File: src/rtl/prom_prog_seq.sv
// rtl/prom_prog_seq.sv - sequences one PROM page program or sector erase through the SPI engine
// (write enable, program/erase, then RDSR polling until WIP clears or the poll budget runs out).
module prom_prog_seq #(
   parameter int POLL_GAP  = 256,
   parameter int MAX_POLLS = 65535
) (
   input  logic        clk,
   input  logic        reset,
   input  logic        start,
   input  logic        op,
   input  logic [23:0] addr,
   input  logic [6:0]  nquads,
   output logic [5:0]  buf_raddr,
   input  logic [31:0] buf_rdata,
   output logic [31:0] eng_cmd,
   output logic        eng_cmd_wen,
   output logic        eng_blk_start,
   output logic        eng_blk_wen,
   output logic [5:0]  eng_blk_waddr,
   output logic        eng_blk_end,
   input  logic        eng_busy,
   input  logic [31:0] eng_result,
   output logic        busy,
   output logic        done,
   output logic [1:0]  error
);

   typedef enum logic [3:0] {
      S_IDLE,
      S_WREN,
      S_ERASE,
      S_PSTART,
      S_PDATA,
      S_PEND,
      S_POLL,
      S_RDSR
   } state_t;

   localparam logic [7:0]  CMD_WREN  = 8'h06;
   localparam logic [7:0]  CMD_SE    = 8'hD8;
   localparam logic [7:0]  CMD_PP    = 8'h02;
   localparam logic [7:0]  CMD_RDSR  = 8'h05;
   localparam logic [1:0]  ERR_NONE  = 2'd0;
   localparam logic [1:0]  ERR_NQ    = 2'd1;
   localparam logic [1:0]  ERR_TMO   = 2'd2;
   localparam int          GAP_LAST_I  = (POLL_GAP > 0) ? POLL_GAP - 1 : 0;
   localparam int          POLL_LIM_I  = (MAX_POLLS > 65535) ? 65535 : MAX_POLLS;
   localparam logic [15:0] GAP_LAST    = GAP_LAST_I[15:0];
   localparam logic [15:0] POLL_LIMIT  = POLL_LIM_I[15:0];

   state_t      state;
   logic        op_q;
   logic [23:0] addr_q;
   logic [6:0]  nquads_q;
   logic [1:0]  guard;
   logic [15:0] gap_cnt;
   logic [15:0] poll_cnt;
   logic [6:0]  quad_idx;
   logic [31:0] cmd_q;
   logic        data_phase;

   logic        wait_done;
   logic [15:0] poll_next;
   logic [6:0]  quad_next;
   logic        nquads_bad;
   logic        result_unused;

   // Buffer data has one cycle of read latency, so data quadlets bypass the command register.
   assign eng_cmd       = data_phase ? buf_rdata : cmd_q;
   assign wait_done     = (guard == 2'd0) && !eng_busy;
   assign poll_next     = (poll_cnt == 16'hFFFF) ? poll_cnt : poll_cnt + 16'd1;
   assign quad_next     = quad_idx + 7'd1;
   assign nquads_bad    = (nquads == 7'd0) || (nquads > 7'd64);
   assign result_unused = ^eng_result[31:1];

   always_ff @(posedge clk) begin
      if (!reset) begin
         state         <= S_IDLE;
         op_q          <= 1'b0;
         addr_q        <= 24'h0;
         nquads_q      <= 7'd0;
         guard         <= 2'd0;
         gap_cnt       <= 16'd0;
         poll_cnt      <= 16'd0;
         quad_idx      <= 7'd0;
         cmd_q         <= 32'h0;
         data_phase    <= 1'b0;
         buf_raddr     <= 6'd0;
         eng_cmd_wen   <= 1'b0;
         eng_blk_start <= 1'b0;
         eng_blk_wen   <= 1'b0;
         eng_blk_waddr <= 6'd0;
         eng_blk_end   <= 1'b0;
         busy          <= 1'b0;
         done          <= 1'b0;
         error         <= ERR_NONE;
      end else begin
         eng_cmd_wen   <= 1'b0;
         eng_blk_start <= 1'b0;
         eng_blk_end   <= 1'b0;
         done          <= 1'b0;
         if (guard != 2'd0)
            guard <= guard - 2'd1;

         case (state)
            S_IDLE: begin
               if (start) begin
                  op_q     <= op;
                  addr_q   <= addr;
                  nquads_q <= nquads;
                  error    <= ERR_NONE;
                  if (!op && nquads_bad) begin
                     error <= ERR_NQ;
                     done  <= 1'b1;
                  end else begin
                     busy        <= 1'b1;
                     poll_cnt    <= 16'd0;
                     cmd_q       <= {CMD_WREN, 24'h0};
                     eng_cmd_wen <= 1'b1;
                     guard       <= 2'd2;
                     state       <= S_WREN;
                  end
               end
            end

            S_WREN: begin
               if (wait_done) begin
                  if (op_q) begin
                     cmd_q       <= {CMD_SE, addr_q};
                     eng_cmd_wen <= 1'b1;
                     guard       <= 2'd2;
                     state       <= S_ERASE;
                  end else begin
                     eng_blk_start <= 1'b1;
                     state         <= S_PSTART;
                  end
               end
            end

            S_ERASE: begin
               if (wait_done) begin
                  gap_cnt <= 16'd0;
                  state   <= S_POLL;
               end
            end

            S_PSTART: begin
               cmd_q         <= {CMD_PP, addr_q};
               eng_blk_wen   <= 1'b1;
               eng_blk_waddr <= 6'd0;
               buf_raddr     <= 6'd0;
               quad_idx      <= 7'd0;
               state         <= S_PDATA;
            end

            // quad_idx is the waddr currently on the bus; 64 wraps to 0 in the 6-bit index.
            S_PDATA: begin
               if (quad_idx == nquads_q) begin
                  eng_blk_wen <= 1'b0;
                  data_phase  <= 1'b0;
                  eng_blk_end <= 1'b1;
                  guard       <= 2'd2;
                  state       <= S_PEND;
               end else begin
                  quad_idx      <= quad_next;
                  eng_blk_waddr <= quad_next[5:0];
                  buf_raddr     <= quad_next[5:0];
                  data_phase    <= 1'b1;
               end
            end

            S_PEND: begin
               if (wait_done) begin
                  gap_cnt <= 16'd0;
                  state   <= S_POLL;
               end
            end

            S_POLL: begin
               if (gap_cnt >= GAP_LAST) begin
                  cmd_q       <= {CMD_RDSR, 24'h0};
                  eng_cmd_wen <= 1'b1;
                  guard       <= 2'd2;
                  state       <= S_RDSR;
               end else begin
                  gap_cnt <= gap_cnt + 16'd1;
               end
            end

            S_RDSR: begin
               if (wait_done) begin
                  poll_cnt <= poll_next;
                  if (!eng_result[0]) begin
                     done  <= 1'b1;
                     busy  <= 1'b0;
                     error <= ERR_NONE;
                     state <= S_IDLE;
                  end else if (poll_next >= POLL_LIMIT) begin
                     done  <= 1'b1;
                     busy  <= 1'b0;
                     error <= ERR_TMO;
                     state <= S_IDLE;
                  end else begin
                     gap_cnt <= 16'd0;
                     state   <= S_POLL;
                  end
               end
            end

            default: begin
               busy  <= 1'b0;
               state <= S_IDLE;
            end
         endcase
      end
   end

endmodule

File: config.mk
export PLATFORM = sky130hd
export DESIGN_NAME = prom_prog_seq
export DESIGN_NICKNAME = d
export VERILOG_FILES = /design/src/rtl/prom_prog_seq.sv
export SDC_FILE = /design/constraint.sdc
export NUM_CORES = 1
export LEC_CHECK = 0
export CAP_MARGIN = 0
export CORE_ASPECT_RATIO = 1.75
export CORE_MARGIN = 3
export CORE_UTILIZATION = 49
export DETAILED_ROUTE_END_ITERATION = 6
export HOLD_SLACK_MARGIN = 0.03
export PLACE_DENSITY_LB_ADDON = 0.08
export SLEW_MARGIN = 20
export SYNTH_ARGS = -nofsm -noshare
export SYNTH_HDL_FRONTEND = slang
export SYNTH_SLANG_ARGS = --single-unit
File: constraint.sdc
create_clock -name clk -period 2.9 [get_ports clk]
set_input_delay 0.58 -clock clk [delete_from_list [all_inputs] [get_ports clk]]
set_output_delay 0.58 -clock clk [all_outputs]
set_load 0.005 [all_outputs]
==> impl_metrics.csv <==
group,metric,value,unit
status,status,"complete, no violations",
logic_synthesis,netlist_instances,699,
timing,setup_viol,0,
clock_tree,hold_buffers,0,
timing,slew_headroom,61.1,%
floorplanning,io_pins,152,
global_route,met3_usage,5.20,%
finish,syn_to_final_growth,34.2,%
worst_hold_path,min_path_type,"reg2reg",
timing,slew_violations,0,
pwr,powerDensity,655,nW/um^2
clock_tree,tritoncts,"done",
finish,multi_input_comb_area,3130,sq um
finish,nFillCells,956,
finish,ff_latch_area,2260,sq um
logic_synthesis,syn_area_per_cell,8.16,sq um
clock_tree,clkTransAtPathRegs,60,ps
finish,antennaDiodeCount,0,
job,cap_violations,0,
routing,drtAntennaViolNets,0,
global_route,grt_antenna_before_repair,0,
logic_synthesis,syn_area,5710,sq um
logic_synthesis,ys.flop_type,"dfxtp_1",
logic_synthesis,synth_edf_count,0,
routing,dr.pass1.iters,5,
routing,routed-via-count,5624,
logic_synthesis,seq_area_frac_synth,39.6,%
critical_path,worst_ep_required_time,3190,ps
timing,finalClockSkew,11.0,ps
routing,drtIter0Drc,302,
logic_synthesis,synth.cells.most_frequent,"136 x nand2_1, 113 x dfxtp_1, 53 x a21oi_1, 37 x nand3_1, 35 x nor2_1",
timing,fmax,0.360,GHz
clock_tree,clk_latency,410,ps
logic_synthesis,ys_types,66,
global_route,grtUsageTotal,25.3,%
logic_synthesis,syn-num-nets,802,
finish,final_util,68.2,%
logic_synthesis,yosysMostFrequentCell,"nand2_1",
critical_path,arrival,3070,ps
critical_path,crit_type,"reg2reg",
timing,rsz0062_at_grt,"no",
logic_synthesis,postSynth.asyncResetShare,0,%
clock_tree,cts_buffers,17,
global_route,met2_usage,45.3,%
clock_tree,h-tree-depth,4,
logic_synthesis,synth_top_area_share,39.6,%
timing,fin_crit_sh,95.8,%
global_route,grt_pass1_vias,5636,
place,place.gp.congestion,0.925,
global_route,grt_pass1_wl,26.3,mm
timing,report.final.hold_viol_count,0,
floorplanning,core,11200,sq um
critical_path,worst_setup_path_end_kind,"flip-flop",
critical_path,r2r_cells,8,
timing,max_slew.worst_pin.slew,582,ps
routing,vias_per_cell,5.82,
clock_tree,cts_setup_buffers,0,
clock_tree,cts_max_path_buffers,2,
pwr,p_leak,2.82,nW
global_route,busiest_layer,"met2",
global_route,grt_overflow,0,
timing,period_minus_slack,2780,ps
floorplanning,die_h,149,microns
clock_tree,clock-sinks,113,
routing,routedWlPerCell,16.7,microns
floorplanning,die_w,87.6,microns
clock_tree,cts_resized,0,
routing,drc,0,
logic_synthesis,synth_warnings,0,
worst_hold_path,holdPathStages,2,
critical_path,critPathMaxFanout,7,
finish,fin_nets,924,
routing,wirelength,16.1,mm
logic_synthesis,synth_top_area_cell,"dfxtp_1",
finish,drive_above_1_share,17.0,%
pwr,vdd_drop_max,0.643,mV
place,post-place-ws,-257,ps
place,io_buffers,120,
logic_synthesis,synth_seq_cells,113,
critical_path,start_kind,"flip-flop",
clock_tree,root_buffer,"clkbuf_16",
floorplanning,floorplan.initialDensity,50.8,%
floorplanning,dieArea,13000,sq um
floorplanning,rows,51,
logic_synthesis,synth_area_leaders,"dfxtp_1 40%, nand2_1 8.9%, mux2_2 5.3%",
global_route,grt_use_met1,28.1,%
place,dp_hpwl,11.6,mm
global_route,grt_max_degree,46,
timing,setup_slack,122,ps
-- layout by cell type (no fill, tap or decap), types with 8 or more instances in the layout --
master and count:
o21ai_1 10, dfxtp_1 112, a21o_1 8, nand2_1 136, nand3_1 37, mux2_2 27, nor3_1 15, nor2_1 35
a21oi_1 53, xor2_1 9, clkbuf_16 17, clkdlybuf4s50_1 119, nand4_1 11, o21ai_0 24, o21ai_2 14, and3_1 11
nor4_1 10, a31oi_1 11, buf_4 40
-- state kept, by name (all words and copies together) (netlist names), 2 cells and up --
name	cells
error	2
gap_cnt	16
poll_cnt	16
guard	2
state	3
quad_idx	2
nquads_q	7
addr_q	24
cmd_q	28
eng_blk_waddr	5
-- where the power goes --
group	internal [mW]	switching (mW)	total [mW]
Clock	1.18	0.774	1.96
Combinational	0.549	0.701	1.25
Sequential	1.69	0.121	1.81
Total	3.42	1.60	5.01
-- metal layers --
layer | vias up | wire [microns] | part of all wire (%)
met3 | 42 | 813 | 5.0
met2 | 193 | 8570 | 53
met5 | - | 0 | 0
met4 | 0 | 602 | 3.7
li1 | 2741 | - | -
met1 | 2648 | 6140 | 38
-- cells by family after synthesis --
family	synth area share (%)
multiplexers	5.68
buffers and inverters	6.07
AND/OR/NAND/NOR	25.7
flip-flops	39.6
AO/OA/AOI/OAI	20.2
adder cells (fa/ha/maj)	0.658
XOR/XNOR	2.00
-- area by class of cell --
class                           count  area share (%)
Multi-Input combinational cell    522            40.8
Sequential cell                   113            29.6
Timing Repair Buffer              161            19.8
Clock buffer                       17            5.56
Tap cell                          132            2.16
Clock inverter                     15            1.80
Inverter                            6           0.294
-- critical path, cell delays in order, from the launching register on --
cell     delay (ps)
dfxtp_1         440
ha_2            290
nand4_2         220
nor4_1          390
mux2i_1         370
a211o_1         210
o31a_1          330
nor2_2          110
a211o_1         310
-- per-stage QoR --
step | instances | power, mW | hold WS [ps] | area (sq um) | TNS [ps]
4_1_cts | 966 | 5.04 | 450 | 7630 | 0
2_1_floorplan | 699 | 2.63 | 421 | 5710 | 0
3_3_place_gp | 934 | 3.05 | 435 | 7070 | -7760
5_1_grt | 966 | 5.27 | 465 | 7660 | 0
6_report | 966 | 5.01 | 449 | 7660 | 0
3_5_place_dp | 934 | 3.08 | 440 | 7070 | -8880
-- final timing paths --
kind | from | endpoint | slack, ps
worst max-delay path | poll_cnt[1] | gap_cnt[5] | 120
worst min-delay path | addr_q[9] | cmd_q[9] | 450
worst max register to register | poll_cnt[1] | gap_cnt[5] | 120
worst min register to register | addr_q[9] | cmd_q[9] | 450
(Power assumes the default switching activity.)
